## src/rtl/spi_slave_frame.sv

```systemverilog
// Multi-channel SPI mode-0 slave: NCH words of WIDTH bits per SSEL frame,
// double-buffered receive commit with frame-length checking.
//
// Ports:
//   clk        system clock; SCK must be at most clk/4
//   reset      asynchronous, active-high
//   SCK        SPI clock from master (mode 0)
//   SSEL       slave select, active-low
//   MOSI       master-out data
//   MISO       slave-out data, 0 whenever no frame is active
//   tx_data    words to send, channel k = [k*WIDTH +: WIDTH]
//   rx_data    last good frame, same channel packing
//   rx_valid   one-clk pulse on a good-frame commit
//   frame_err  one-clk pulse on a bad-length frame
//   busy       high while a frame is active
//   frame_cnt  good-frame count, wraps at 0xFFFF
module spi_slave_frame #(
    parameter int WIDTH = 32,
    parameter int NCH   = 4,
    parameter int SYNC  = 2
) (
    input  logic                 clk,
    input  logic                 reset,
    input  logic                 SCK,
    input  logic                 SSEL,
    input  logic                 MOSI,
    output logic                 MISO,
    input  logic [NCH*WIDTH-1:0] tx_data,
    output logic [NCH*WIDTH-1:0] rx_data,
    output logic                 rx_valid,
    output logic                 frame_err,
    output logic                 busy,
    output logic [15:0]          frame_cnt
);

    localparam int FLEN = NCH * WIDTH;
    localparam int CW   = $clog2(FLEN + 2);

    localparam logic [CW-1:0] CNT_FULL = CW'(FLEN);
    localparam logic [CW-1:0] CNT_SAT  = CW'(FLEN + 1);

    typedef enum logic [1:0] {
        WAIT_IDLE,
        IDLE,
        ACTIVE
    } state_t;

    // Synchronisers. Index SYNC-1 is the synced value, index SYNC the
    // history flop used for edge detection. MOSI is only sampled level-wise
    // at SCK rising edges, so it needs no history stage.
    logic [SYNC:0]   sck_q;
    logic [SYNC:0]   ssel_q;
    logic [SYNC-1:0] mosi_q;

    logic sck_rise;
    logic sck_fall;
    logic ssel_s;
    logic ssel_rise;
    logic ssel_fall;
    logic mosi_s;

    state_t            state_q,     state_d;
    logic [CW-1:0]     cnt_q,       cnt_d;
    logic [FLEN-1:0]   rx_sh_q,     rx_sh_d;
    logic [FLEN-1:0]   tx_sh_q,     tx_sh_d;
    logic [FLEN-1:0]   rx_data_q,   rx_data_d;
    logic              rx_valid_q,  rx_valid_d;
    logic              frame_err_q, frame_err_d;
    logic [15:0]       frame_cnt_q, frame_cnt_d;

    // Word-order remapping between the wire and the channel packing.
    logic [FLEN-1:0]   tx_load;
    logic [FLEN-1:0]   rx_words;

    always_ff @(posedge clk or posedge reset) begin
        if (reset) begin
            sck_q  <= '0;
            ssel_q <= '0;
            mosi_q <= '0;
        end else begin
            sck_q  <= {sck_q[SYNC-1:0], SCK};
            ssel_q <= {ssel_q[SYNC-1:0], SSEL};
            mosi_q <= {mosi_q[SYNC-2:0], MOSI};
        end
    end

    assign sck_rise  =  sck_q[SYNC-1] & ~sck_q[SYNC];
    assign sck_fall  = ~sck_q[SYNC-1] &  sck_q[SYNC];
    assign ssel_s    =  ssel_q[SYNC-1];
    assign ssel_rise =  ssel_q[SYNC-1] & ~ssel_q[SYNC];
    assign ssel_fall = ~ssel_q[SYNC-1] &  ssel_q[SYNC];
    assign mosi_s    =  mosi_q[SYNC-1];

    // Channel 0 goes first on the wire, so it sits at the top of both
    // shift registers; the last channel received ends up at the bottom.
    always_comb begin
        tx_load  = '0;
        rx_words = '0;
        for (int k = 0; k < NCH; k++) begin
            tx_load[(NCH-1-k)*WIDTH +: WIDTH] =
                tx_data[k*WIDTH +: WIDTH];
            rx_words[k*WIDTH +: WIDTH] =
                rx_sh_q[(NCH-1-k)*WIDTH +: WIDTH];
        end
    end

    always_ff @(posedge clk or posedge reset) begin
        if (reset) begin
            state_q     <= WAIT_IDLE;
            cnt_q       <= '0;
            rx_sh_q     <= '0;
            tx_sh_q     <= '0;
            rx_data_q   <= '0;
            rx_valid_q  <= 1'b0;
            frame_err_q <= 1'b0;
            frame_cnt_q <= '0;
        end else begin
            state_q     <= state_d;
            cnt_q       <= cnt_d;
            rx_sh_q     <= rx_sh_d;
            tx_sh_q     <= tx_sh_d;
            rx_data_q   <= rx_data_d;
            rx_valid_q  <= rx_valid_d;
            frame_err_q <= frame_err_d;
            frame_cnt_q <= frame_cnt_d;
        end
    end

    always_comb begin
        state_d     = state_q;
        cnt_d       = cnt_q;
        rx_sh_d     = rx_sh_q;
        tx_sh_d     = tx_sh_q;
        rx_data_d   = rx_data_q;
        rx_valid_d  = 1'b0;
        frame_err_d = 1'b0;
        frame_cnt_d = frame_cnt_q;

        unique case (state_q)
            // After reset, wait for a clean deselect so a frame cut by
            // reset is never half-received.
            WAIT_IDLE: begin
                if (ssel_s) begin
                    state_d = IDLE;
                end
            end

            IDLE: begin
                if (ssel_fall) begin
                    tx_sh_d = tx_load;
                    cnt_d   = '0;
                    rx_sh_d = '0;
                    state_d = ACTIVE;
                end
            end

            ACTIVE: begin
                // Deselect takes priority over a coincident SCK edge.
                if (ssel_rise) begin
                    state_d = IDLE;
                    if (cnt_q == CNT_FULL) begin
                        rx_data_d   = rx_words;
                        rx_valid_d  = 1'b1;
                        frame_cnt_d = frame_cnt_q + 16'd1;
                    end else begin
                        frame_err_d = 1'b1;
                    end
                end else begin
                    if (sck_rise) begin
                        rx_sh_d = {rx_sh_q[FLEN-2:0], mosi_s};
                        // Saturate one past full so over-length
                        // frames stay distinguishable from good ones.
                        if (cnt_q != CNT_SAT) begin
                            cnt_d = cnt_q + CW'(1);
                        end
                    end
                    if (sck_fall) begin
                        tx_sh_d = {tx_sh_q[FLEN-2:0], 1'b0};
                    end
                end
            end

            default: begin
                state_d = WAIT_IDLE;
            end
        endcase
    end

    // The tx register shifts in zeros, so MISO drops to 0 after the last
    // bit without extra logic.
    assign MISO      = (state_q == ACTIVE) & tx_sh_q[FLEN-1];
    assign busy      = (state_q == ACTIVE);
    assign rx_data   = rx_data_q;
    assign rx_valid  = rx_valid_q;
    assign frame_err = frame_err_q;
    assign frame_cnt = frame_cnt_q;

endmodule

```

## config.mk

```make
export PLATFORM = sky130hd
export DESIGN_NAME = spi_slave_frame
export DESIGN_NICKNAME = d
export VERILOG_FILES = /design/src/rtl/spi_slave_frame.sv
export SDC_FILE = /design/constraint.sdc
export NUM_CORES = 1
export LEC_CHECK = 0
export ABC_AREA = 1
export CAP_MARGIN = 20
export CORE_UTILIZATION = 45
export DETAILED_ROUTE_END_ITERATION = 6
export GPL_TIMING_DRIVEN = 0
export PLACE_DENSITY = 0.69
export SKIP_CTS_REPAIR_TIMING = 1
export SLEW_MARGIN = 10
export SYNTH_ARGS = -nofsm -noshare
export SYNTH_HDL_FRONTEND = slang
export SYNTH_SLANG_ARGS = --single-unit
```

## constraint.sdc

```tcl
create_clock -name clk -period 18.57 [get_ports clk]
set_input_delay 3.714 -clock clk [delete_from_list [all_inputs] [get_ports clk]]
set_output_delay 3.714 -clock clk [all_outputs]
set_load 0.05 [all_outputs]
```

# ---- Word-level counts from Yosys, hierarchy flattened
# Cells that the tools add are included.
dict set report word_totals {
  rom_bits 0
  input_bits 133
  mem_count 0
  wordCells 63
  ram_bits 0
  regBits 420
  latchBits 0
  out_inout_bits 148
}
dict set report classes {
  bitwise 9
  order_cmp 0
  shifts 0
  n_addsub 2
  muxes 23
  reduce_logical 7
  n_mul 0
  n_eq_ne 11
  n_div 0
}
# cell n
set op_table {}
lappend op_table {{$mux 128} 6}
lappend op_table {{$pmux 128 s2} 2}
lappend op_table {{$mux 8} 4}
lappend op_table {{$add 16x1->16 const B} 1}
lappend op_table {{$pmux 8 s2} 1}
lappend op_table {{$add 8x1->8 const B} 1}
lappend op_table {{$eq 8x8->1 const B} 1}
lappend op_table {{$ne 2x1->1 const B} 4}
lappend op_table {{$ne 8x8->1 const B} 1}
lappend op_table {{$reduce_and 4->1} 2}
lappend op_table {{$mux 1} 6}
lappend op_table {{$mux 2} 3}
lappend op_table {{$ne 2x2->1 const B} 3}
lappend op_table {{$pmux 2 s3} 1}
lappend op_table {{$reduce_and 3->1} 2}
lappend op_table {{$and 1x1->1} 5}
lappend op_table {{$reduce_and 5->1} 1}
lappend op_table {{$not 1->1} 4}
lappend op_table {{$eq 2x1->1 const B} 1}
lappend op_table {{$eq 2x2->1 const B} 1}
lappend op_table {{$logic_not 2->1} 1}
lappend op_table {{$reduce_bool 2->1} 1}

# ---- Longest topological paths before layout
dict set report logic_depth {
  word_depth 5
  ltp_mapped 11
  depth_no_buf 8
}

# ---- Worst setup path after synthesis
# OpenSTA, ideal clock, no wires.
dict set report synth_path {
  path_type {register to output}
  start {reg state_q[0]}
  end {out MISO}
  arrival_ps 1545
  t_required_ps 14856
  slack_ps 13311
  path_stages_with_launch 6
  path_cell_list {dfrtp_1 inv_2 nand2_2 buf_2 buf_2 nor2_1}
}
dict set report synth_between {
  elab_chain_len 2
}
# item line
set synth_rtl {}
lappend synth_rtl {{start, declared} 62} ;# state_t state_q, state_d;
lappend synth_rtl {{start signal, assigned} 118} ;# state_q <= state_d;
lappend synth_rtl {{$eq 2x2->1} 191} ;# assign MISO = (state_q == ACTIVE) & tx_sh_q[FLEN-1];
lappend synth_rtl {{$and 1x1->1} 191}
lappend synth_rtl {{end, declared} 27} ;# output logic MISO,
# No other way between the ends.

# ---- Final worst setup path
# Same ends and word-level chain as after synthesis.

==> impl_metrics.yaml <==
critical_path:
  crit_required_ns: 14.86
  path_max_fanout: 10
  crit_arrival_ns: 2.67
  rr_worst_depth: 8
  cp_slowest_cell: "clkdlybuf4s50_1"
  path_delay_family: "buffers and inverters"
  end_kind: "output port"
  critPathBufInv: 4
  slowest_delay_ns: 0.83
  crit_type: "reg -> out"
  path_cells: "inv_2, nand2_2, buf_2, buf_2, nor2_1, clkdlybuf4s50_1"
  r2r_end: "rx_data[21]"
  start_kind: "flop"
  crit_top_cell: "buf_2"
  r2r_start: "cnt_q[0]"
  rrSetupSlack_ns: 16.36
floorplanning:
  rows: 70
  die_y_um: 195
  die-area_um2: 38000
  core_um2: 36600
  die_x_um: 195
  start_util: 0.458
  ioPinCount: 281
cells_and_area:
  insertedDiodeCount: 0
  layout.cells.non_filler: 2470
  layout-drive-gt1-share: 0.0724
  area_delta_synth_final_pct: 30.9
  final_nets: 2102
sta:
  hold_violations: 0
  drv_slew: 0
  finalClockSkew_ns: 0.0240
  relSlewSlack: 0.506
  tightest_slew_ns: 0.740
  rsz0062_at_grt: "false"
  fmax_mhz: 157
  setup_violations: 0
  fin_crit_sh: 0.344
  min_period_ns: 6.39
placed_design:
  port_buffers: 280
  dp.cells: 2385
  dp.final_hpwl_um: 27500
  place_congestion: 0.850
clock_network:
  clk_pin_slew_worst_paths_ns: 0.06
  cts_sinks: 420
  cts_max_level: 2
  numCtsBuffers: 46
  cts-root-buf: "clkbuf_16"
  cts_tree: "done"
  cts_buffer_depth: 3
  clk_latency_ns: 0.55
power:
  power.leakage_nw: 10.5
  powerDensity_nw_per_um2: 111
  vdd_drop_max_uv: 92.1
  power_mw: 2.44
global_routing:
  antenna_found_initial: 0
  grt_usage: 0.209
  grt_pass1_vias: 12800
  grt_max_degree: 101
  grt_overflow: 0
  grt_pass1_wl_um: 64700
synth:
  syn-num-nets: 1770
  seq_area_frac_synth: 0.627
  synth.avg_cell_area_um2: 10.3
  ys_ff_latch: 420
  synth_warnings: 0
  yosys.cell_types.count: 25
  syn_inst: 1633
  syn_area_um2: 16800
routing:
  dr.pass1.iters: 5
  drc_errors: 0
  finalWirelength_um: 39100
  vias: 12600
  post_drt_wl_per_cell_um: 15.8
  ant_nets: 0
  drt_iter0_drc: 635
  viasPerCell: 5.10
worst_hold_path:
  hold_end: "mosi_q[1]"
  hp-start: "mosi_q[0]"
  hold_class: "reg -> reg"
  min_path_cells: 0
job:
  max_cap_violations: 0
status:
  outcome: "complete, no violations"
==> cell type report <==
type / instances / area (um^2)
clock buffers: 65 / 1360
flip-flops and latches: 420 / 10500
repair buffers: 284 / 2910
plain buffers: 101 / 488
multi-input cells: 957 / 5180
inverters: 155 / 589
fillers: 3069 / 14700
well taps: 468 / 586
clock inverters: 20 / 314
==> flip-flops by register name (all words and copies together) (netlist names) <==
register,cells
mosi_q,2
rx_data,128
frame_cnt,16
sck_q,3
frame_err,1
ssel_q,3
state_q,2
rx_sh_q,128
rx_valid,1
cnt_q,8
tx_sh_q,128
==> metrics by stage <==
step	TNS, ns	hold slack (ns)	worst slack (ns)	utilization	area, um^2
6_report	0	0.344	12.18	0.599	21900
5_1_grt	0	0.356	12.06	0.599	21900
4_1_cts	0	0.348	12.13	0.599	21900
3_5_place_dp	0	0.335	12.64	0.553	20300
3_3_place_gp	-659.39	0.333	-1.62	0.550	20100
2_1_floorplan	0	0.331	3.16	-	16800
==> power breakdown <==
| group | total, mW | switching, mW | internal (mW) |
|---|---|---|---|
| clock | 0.987 | 0.364 | 0.623 |
| sequential | 1.13 | 0.0767 | 1.05 |
| combinational | 0.323 | 0.177 | 0.146 |
| total | 2.44 | 0.618 | 1.82 |
==> worst max path at each step <==
stage / slack, ns / depth (start not counted) / startpoint / end
2_1_floorplan: 3.16 / 1 / reset / cnt_q[0]
3_3_place_gp: -1.62 / 2 / reset / frame_cnt[15]
3_5_place_dp: 12.64 / 5 / reset / frame_cnt[11]
4_1_cts: 12.13 / 6 / state_q[0] / MISO
5_1_grt: 12.06 / 6 / state_q[0] / MISO
6_report: 12.18 / 6 / state_q[0] / MISO
==> cells in the mapped netlist, drive strengths merged <==
cell type,number,area share
xor2,5,0.0026
dfrtp,420,0.63
xnor2,5,0.0026
a21o,1,0.00045
nand3,18,0.0057
mux2i,127,0.076
nor2,29,0.0066
a21oi,1,0.00030
clkbuf,34,0.0076
inv,155,0.035
nand4,7,0.0026
o21ai,267,0.080
ha,4,0.0030
nor3,1,0.00030
nand2,366,0.082
o22ai,126,0.047
buf,67,0.022
==> layout by cell type (no fill, tap or decap), types with 12 or more instances in the layout <==
master / instances
buf_1: 12
buf_2: 48
clkbuf_1: 40
clkbuf_16: 47
clkbuf_8: 12
clkdlybuf4s50_1: 280
dfrtp_1: 420
inv_1: 151
mux2i_1: 127
nand2_1: 365
nand3_1: 17
nor2_1: 28
o21ai_0: 226
o21ai_1: 41
o22ai_1: 126
==> routing by layer <==
layer	global-route usage	share of wire	up-vias
li1	-	-	6114
met1	0.269	0.43	6135
met2	0.345	0.47	286
met3	0.0617	0.075	59
met4	0.0534	0.020	0
met5	0	0	-
==> logic make-up (layout without fill, tap and decap cells) <==
family | count (synthesis) | count (layout) | synth area share
simple gates | 421 | 421 | 0.0974
flops | 420 | 420 | 0.627
compound gates | 395 | 395 | 0.128
buf+inv | 256 | 625 | 0.0638
mux | 127 | 127 | 0.0759
xor+xnor | 10 | 10 | 0.00523
fa+ha+maj | 4 | 4 | 0.00299
(Power assumes the default switching activity.)
